==> src/rtl/timer_cmd_tx.sv <==
// Serialises {PREAMBLE, delay} MSB-first on data, then waits for done and acks it.
// First bit one cycle after start is accepted; start is only taken when ready (IDLE), ignored while busy.
module timer_cmd_tx #(
    parameter logic [3:0] PREAMBLE = 4'b1101,
    parameter int         DELAY_W  = 4,
    parameter int         TO_W     = 16,
    parameter logic [TO_W-1:0] TIMEOUT = 16'd20000
) (
    input  logic               clk,
    input  logic               reset_n,
    input  logic               start,
    input  logic [DELAY_W-1:0] delay,
    input  logic               done,
    output logic               data,
    output logic               ack,
    output logic               ready,
    output logic               busy,
    output logic               timeout_err
);

    localparam int FRAME_W = 4 + DELAY_W;
    localparam int MAXB    = (DELAY_W > 4) ? DELAY_W : 4;
    localparam int CNT_W   = $clog2(MAXB);

    typedef enum logic [2:0] {
        IDLE      = 3'd0,
        PRE       = 3'd1,
        PAY       = 3'd2,
        WAIT_DONE = 3'd3,
        ACK       = 3'd4
    } state_t;

    state_t             state_q, state_d;
    logic [FRAME_W-1:0] sr_q, sr_d;
    logic [CNT_W-1:0]   bit_cnt_q, bit_cnt_d;
    logic [TO_W-1:0]    to_cnt_q, to_cnt_d;
    logic               data_q, data_d;
    logic               ack_q, ack_d;
    logic               to_err_q, to_err_d;
    logic [FRAME_W-1:0] frame;

    assign frame = {PREAMBLE, delay};

    always_comb begin
        state_d   = state_q;
        sr_d      = sr_q;
        bit_cnt_d = bit_cnt_q;
        to_cnt_d  = to_cnt_q;
        data_d    = 1'b0;
        ack_d     = 1'b0;
        to_err_d  = 1'b0;
        case (state_q)
            IDLE: begin
                if (start) begin
                    // The MSB goes straight to data; the register keeps the rest.
                    data_d    = frame[FRAME_W-1];
                    sr_d      = frame << 1;
                    bit_cnt_d = '0;
                    state_d   = PRE;
                end
            end
            PRE: begin
                data_d = sr_q[FRAME_W-1];
                sr_d   = sr_q << 1;
                if (bit_cnt_q == CNT_W'(3)) begin
                    bit_cnt_d = '0;
                    state_d   = PAY;
                end else begin
                    bit_cnt_d = bit_cnt_q + CNT_W'(1);
                end
            end
            PAY: begin
                if (bit_cnt_q == CNT_W'(DELAY_W - 1)) begin
                    to_cnt_d = '0;
                    state_d  = WAIT_DONE;
                end else begin
                    data_d    = sr_q[FRAME_W-1];
                    sr_d      = sr_q << 1;
                    bit_cnt_d = bit_cnt_q + CNT_W'(1);
                end
            end
            WAIT_DONE: begin
                // done beats the timeout when both land on the same edge.
                if (done) begin
                    ack_d   = 1'b1;
                    state_d = ACK;
                end else if (to_cnt_q == TIMEOUT - TO_W'(1)) begin
                    to_err_d = 1'b1;
                    state_d  = IDLE;
                end else begin
                    to_cnt_d = to_cnt_q + TO_W'(1);
                end
            end
            ACK: begin
                if (done) begin
                    ack_d = 1'b1;
                end else begin
                    state_d = IDLE;
                end
            end
            default: state_d = IDLE;
        endcase
    end

    always_ff @(posedge clk or negedge reset_n) begin
        if (!reset_n) begin
            state_q   <= IDLE;
            sr_q      <= '0;
            bit_cnt_q <= '0;
            to_cnt_q  <= '0;
            data_q    <= 1'b0;
            ack_q     <= 1'b0;
            to_err_q  <= 1'b0;
        end else begin
            state_q   <= state_d;
            sr_q      <= sr_d;
            bit_cnt_q <= bit_cnt_d;
            to_cnt_q  <= to_cnt_d;
            data_q    <= data_d;
            ack_q     <= ack_d;
            to_err_q  <= to_err_d;
        end
    end

    assign data        = data_q;
    assign ack         = ack_q;
    assign timeout_err = to_err_q;
    assign ready       = (state_q == IDLE);
    assign busy        = (state_q != IDLE);

endmodule

==> config.mk <==
export PLATFORM = sky130hd
export DESIGN_NAME = timer_cmd_tx
export DESIGN_NICKNAME = d
export VERILOG_FILES = /design/src/rtl/timer_cmd_tx.sv
export SDC_FILE = /design/constraint.sdc
export NUM_CORES = 1
export LEC_CHECK = 0
export ABC_AREA = 1
export BUFFER_PORTS_ARGS = -buffer_cell sky130_fd_sc_hd__buf_2
export CAP_MARGIN = 20
export CORE_UTILIZATION = 55
export DETAILED_ROUTE_END_ITERATION = 16
export GPL_TIMING_DRIVEN = 0
export PLACE_DENSITY = 0.83
export SLEW_MARGIN = 5
export SYNTH_ARGS = -nofsm -noshare
export SYNTH_HDL_FRONTEND = slang
export SYNTH_SLANG_ARGS = --single-unit
==> constraint.sdc <==
create_clock -name clk -period 4.9 [get_ports clk]
set_clock_uncertainty 0.2 [all_clocks]
set_input_delay 1.225 -clock clk [delete_from_list [all_inputs] [get_ports clk]]
set_output_delay 1.225 -clock clk [all_outputs]
set_load 0.1 [all_outputs]
==> impl_metrics.toml, run 1 <==
[clock_tree]
clockBufferDepth = 2
cts_hold_buf = 0
clk_pin_slew_ps = 100
insertion_delay_ps = 340
post_cts_buffers = 0
htree_levels = 2
cts_made_buffers = 5
cts_root_buf = "clkbuf_4"
cts_resized = 0
cts_tree = "done"
clkSinkCount = 31

[place]
port_buffers = 12
place_ws_ps = 2250
dp_hpwl_mm = 2.88
gp_congestion = 0.887

[floorplan]
die_y_um = 60.7
die_w_um = 60.7
core_area_mm2 = 0.00315
start_util_pct = 60.0
io_pins = 13
rows = 20
die_area_mm2 = 0.00368

[synthesis]
synth_cells = 272
synthDistinctLibCells = 27
yosysSeqAreaShare_pct = 41.0
yosys.area.top_type = "dfrtp_1"
synth-main-ff-cell = "dfrtp_1"
avgSynthCellArea_um2 = 6.96
syn_area_mm2 = 0.00189
syn_nets = 282
synth_area_leaders = "dfrtp_1 (41%), nand2_1 (19%), nor2_1 (7.9%)"
synthArstFlopShare_pct = 100
synth-edff-count = 0
yosysTopAreaCellShare_pct = 41.0
ys.warnings.count = 0
synth-seq-cells = 31

[timing]
worst_pin_slew_ps = 678
hold_violations = 0
relSlewSlack_pct = 54.8
min_period_ps = 3060
clock.fmax_mhz = 327
slew_violations = 0
rsz0062_at_grt = "no"
setup_viol = 0
fin_ws_ps = 1840
period_share_pct = 62.4
tns_ps = 0

[drt]
drc = 0
ant_nets = 0
avgRoutedWirePerCell_um = 11.6
vias = 1747
vias_per_cell = 5.20
first_pass_iters = 5
drt_iter0_drc = 152
wl_mm = 3.90

[power]
power.density_mw_per_mm2 = 542
ir_drop_mv = 0.283
p_leak_nw = 1.02

[setup_path]
reg2reg_from = "to_cnt_q[0]"
cp.buffers_inverters = 2
path_delay_family = "buffers and inverters"
cp-startpoint = "state_q[2]"
start_kind = "flop"
cp.depth = 4
rrSetupSlack_ps = 2840
path_cells = "inv_1, nand2_2, nor2_1, buf_2"
required_ps = 3470
path_class = "reg -> out"
slowest_delay_ps = 450
end_kind = "primary output"
cp.arrival_ps = 1630
rr_endpoint = "to_cnt_q[9]"
worstRegToRegCells = 10
critPathSlowestCell = "buf_2"
crit_path_max_fanout = 5

[cells_and_area]
antenna_cells = 0
final_net_count = 301
layout_commonest_cell = "nand2_1"
drive_gt1_share_pct = 14.0
final_cell_mix = "nand2_1 (94), nor2_1 (40), dfrtp_1 (31)"
final_core_util_pct = 66.4
fillers = 292
area_growth_pct = 10.6

[flow_run]
cap_violations = 0

[global_routing]
grt_max_degree = 32
overflow = 0
antenna_found_initial = 0
grt_pass1_vias = 1570
grt_use_total_pct = 24.8
grt_pass1_wl_mm = 6.70

[run_status]
outcome = "complete, no violations"

[min_path]
min_path_type = "reg -> reg"
hold_path_depth = 2
min_to = "data"
hold_start = "sr_q[7]"
-- layer usage --
metal / global-route usage (%) / wire (µm) / vias up
met2: 36.1 / 1740 / 54
met1: 33.9 / 1880 / 780
met4: 12.0 / 87 / 0
met3: 7.04 / 197 / 10
li1: - / - / 903
met5: 0 / 0 / -
-- registers in the layout, indices dropped and copies added, names as in the netlist --
signal and cells:
to_cnt_q 16, sr_q 7, state_q 3, bit_cnt_q 2
ack 1, data 1, timeout_err 1
-- cell families after synthesis --
family	count (synthesis)	share of synthesized area (%)
xor gates and xnor gates	5	2.31
adders and majority gates	2	1.32
buffers and inverters	34	7.40
DFF	31	41.0
AOI/OAI and AO/OA	23	7.60
and+or+nand+nor	177	40.4
-- stage by stage --
step	instances	power [mW]	hold slack, ps	area [µm²]
CTS	336	1.14	299	2090
floorplan	272	0.809	253	1890
finish	336	1.13	296	2090
detailed placement	328	0.924	284	2010
global placement	328	0.913	278	2010
global route	336	1.22	332	2090
-- layout make-up --
| type | count | area (µm²) | share of cell area, % |
|---|---|---|---|
| multi-input cells | 207 | 977 | 46.7 |
| flip-flops and latches | 31 | 776 | 37.0 |
| inverters | 30 | 113 | 5.38 |
| repair buffers | 12 | 60.1 | 2.87 |
| well taps | 44 | 55.1 | 2.63 |
| clock buffers | 6 | 51.3 | 2.45 |
| clock inverters | 2 | 35.0 | 1.67 |
| plain buffers | 4 | 27.5 | 1.31 |
-- synth_stat cells, types with 2 or more instances --
cell,count
inv_1,23
inv_2,7
nor3_1,3
nand2_4,2
o21ai_0,14
nand2_2,4
o21ai_1,2
o21bai_1,4
ha_1,2
nand4_1,10
nor2_1,40
nor4_1,2
dfrtp_1,31
xor2_1,4
nand2_1,94
nand3_1,19
-- worst register-to-register path, stage by stage, from the launching register on --
cell and delay (ps):
dfrtp_1 470, ha_1 290, nand2_2 100, inv_2 40
nand2_2 70, nor2_1 50, nand2_1 110, nand2_2 100
a21oi_2 390, nand2_1 100, nand2_1 90
-- how the worst max path moves through the flow --
| stage | endpoint | slack [ps] |
|---|---|---|
| 2_1_floorplan | busy | 640 |
| 4_1_cts | ready | 1840 |
| 6_report | ready | 1840 |
| 3_5_place_dp | ready | 2250 |
| 5_1_grt | ready | 1730 |
| 3_3_place_gp | ready | 2260 |
-- power by group --
| group | internal (mW) | switching, mW | total [mW] |
|---|---|---|---|
| registers | 0.315 | 0.0426 | 0.358 |
| logic | 0.144 | 0.420 | 0.564 |
| clock network | 0.120 | 0.0926 | 0.213 |
(Power assumes the default switching activity.)
==> run 2: changes to the inputs <==
--- a/config.mk
+++ b/config.mk
@@ -8,10 +8,10 @@
 export ABC_AREA = 1
 export BUFFER_PORTS_ARGS = -buffer_cell sky130_fd_sc_hd__buf_2
 export CAP_MARGIN = 20
-export CORE_UTILIZATION = 55
+export CORE_UTILIZATION = 54
 export DETAILED_ROUTE_END_ITERATION = 16
 export GPL_TIMING_DRIVEN = 0
-export PLACE_DENSITY = 0.83
+export PLACE_DENSITY = 0.84
 export SLEW_MARGIN = 5
 export SYNTH_ARGS = -nofsm -noshare
 export SYNTH_HDL_FRONTEND = slang
==> constraint.sdc (replaced) <==
create_clock -name clk -period 2.5 [get_ports clk]
set_clock_uncertainty 0.2 [all_clocks]
set_input_delay 0.625 -clock clk [delete_from_list [all_inputs] [get_ports clk]]
set_output_delay 0.625 -clock clk [all_outputs]
set_load 0.1 [all_outputs]
==> run 2 against run 1 <==
Compared with the run above: utilization down 3.4 points; worst setup slack worse by 1700 ps; design area up 0.48%; flip-flop and latch count unchanged; count of clock-buffer cells in the layout unchanged; hold slack worse by 200 ps; register-to-register slack worse by 2500 ps; non-clock buffer count unchanged; sequential share of layout area down 0.18 points; wire length up 6.9%; die area up 1.8%; global-route usage up 0.22 points.
==> impl_metrics.toml, run 2 (synthesized netlist as in run 1, its figures left out) <==
[run_status]
outcome = "complete, no violations"

[drt]
vias = 1810
drt_iter0_drc = 192
first_pass_iters = 7
wl_mm = 4.17
ant_nets = 0
vias_per_cell = 5.36
avgRoutedWirePerCell_um = 12.3
drc = 0

[timing]
setup_viol = 0
period_share_pct = 96.3
slew_violations = 0
fin_ws_ps = 93.2
hold_violations = 0
worst_pin_slew_ps = 692
min_period_ps = 2410
clock.fmax_mhz = 415
relSlewSlack_pct = 53.9
rsz0062_at_grt = "no"

[place]
dp_hpwl_mm = 2.97
place_ws_ps = 403
port_buffers = 12
place_area_mm2 = 0.00202
gp_congestion = 0.924

[clock_tree]
clkSinkCount = 31
htree_levels = 2
cts_made_buffers = 5
cts_root_buf = "clkbuf_4"
post_cts_buffers = 0
clockBufferDepth = 2
clk_pin_slew_ps = 120
insertion_delay_ps = 360
cts_resized = 0
cts_tree = "done"
cts_hold_buf = 0

[power]
p_sw_mw = 1.13
p_clk_share_pct = 19.0
power.density_mw_per_mm2 = 1080
seq_power_share_pct = 30.9
pwr-share-comb_pct = 50.1
ir_drop_mv = 0.579
netSwitchingFraction_pct = 49.8
intPower_mw = 1.14
p_leak_nw = 1.02

[floorplan]
die_y_um = 61.2
core_area_mm2 = 0.00334
start_util_pct = 56.7
die_area_mm2 = 0.00375
die_w_um = 61.2
rows = 21
io_pins = 13

[setup_path]
path_class = "reg -> out"
worstRegToRegCells = 10
crit_path_max_fanout = 6
end_kind = "primary output"
cp.arrival_ps = 1580
reg2reg_from = "to_cnt_q[0]"
start_kind = "flop"
rrSetupSlack_ps = 370
required_ps = 1670
rr_endpoint = "to_cnt_q[12]"

[cells_and_area]
largest_register_ffs = 16
drive_gt1_share_pct = 14.4
top_register = "to_cnt_q"
final_net_count = 301
final_cell_mix = "nand2_1 (94), nor2_1 (39), dfrtp_1 (31)"
design_area_mm2 = 0.00210
layout_commonest_cell = "nand2_1"
area_growth_pct = 11.2
reg_top3 = "to_cnt_q (16), sr_q (7), state_q (3)"
final_core_util_pct = 63.1
antenna_cells = 0

[global_routing]
antenna_found_initial = 0
grt_pass1_vias = 1529
grt_pass1_wl_mm = 6.76
grt_use_total_pct = 25.0
overflow = 0
grt_max_degree = 32

[flow_run]
cap_violations = 0

[min_path]
min_path_type = "in -> async"
## run 2: final cells by class
cell class                      count  area, µm²
Clock inverter                      2       35.0
Clock buffer                        6       51.3
Inverter                           30        113
Fill cell                         297       1230
Timing Repair Buffer               12       60.1
Sequential cell                    31        776
Multi-Input combinational cell    207        985
Tap cell                           46       57.6
Buffer                              4       27.5
## run 2: through the flow
stage	setup TNS (ps)	hold WS, ps	std cells	power, mW
6_report	0	90.7	338	2.27
5_1_grt	0	145	338	2.44
3_3_place_gp	0	275	330	1.79
2_1_floorplan	-5.10	129	272	1.60
4_1_cts	0	127	338	2.26
3_5_place_dp	0	300	330	1.84
## run 2: power groups by stage
stage	clock, mW	combinational (mW)	sequential, mW
floorplan	0	0.824	0.777
global placement	0	1.09	0.704
detailed placement	0	1.13	0.710
CTS	0.430	1.13	0.700
global route	0.449	1.27	0.717
finish	0.432	1.14	0.702
## run 2: routing by layer
| metal | share of wire [%] | wire length (µm) | GRT usage, % |
|---|---|---|---|
| met1 | 45 | 1890 | 31.7 |
| met5 | 0 | 0 | 0 |
| met2 | 47 | 1960 | 40.4 |
| met4 | 2.6 | 110 | 10.7 |
| met3 | 5.0 | 207 | 6.51 |
## run 2: how the worst max path moves through the flow
stage / from / end / slack, ps
global route: state_q[0] / busy / 7
finish: state_q[0] / busy / 90
detailed placement: to_cnt_q[0] / to_cnt_q[12] / 400
CTS: state_q[2] / ready / 110
floorplan: state_q[2] / busy / -5
global placement: to_cnt_q[0] / to_cnt_q[9] / 490
## run 2: critical path: stages, from the launching register on
cell and delay (ps):
dfrtp_1 480, inv_2 50, nand2_2 130, nor2_4 50, inv_1 80, buf_2 420
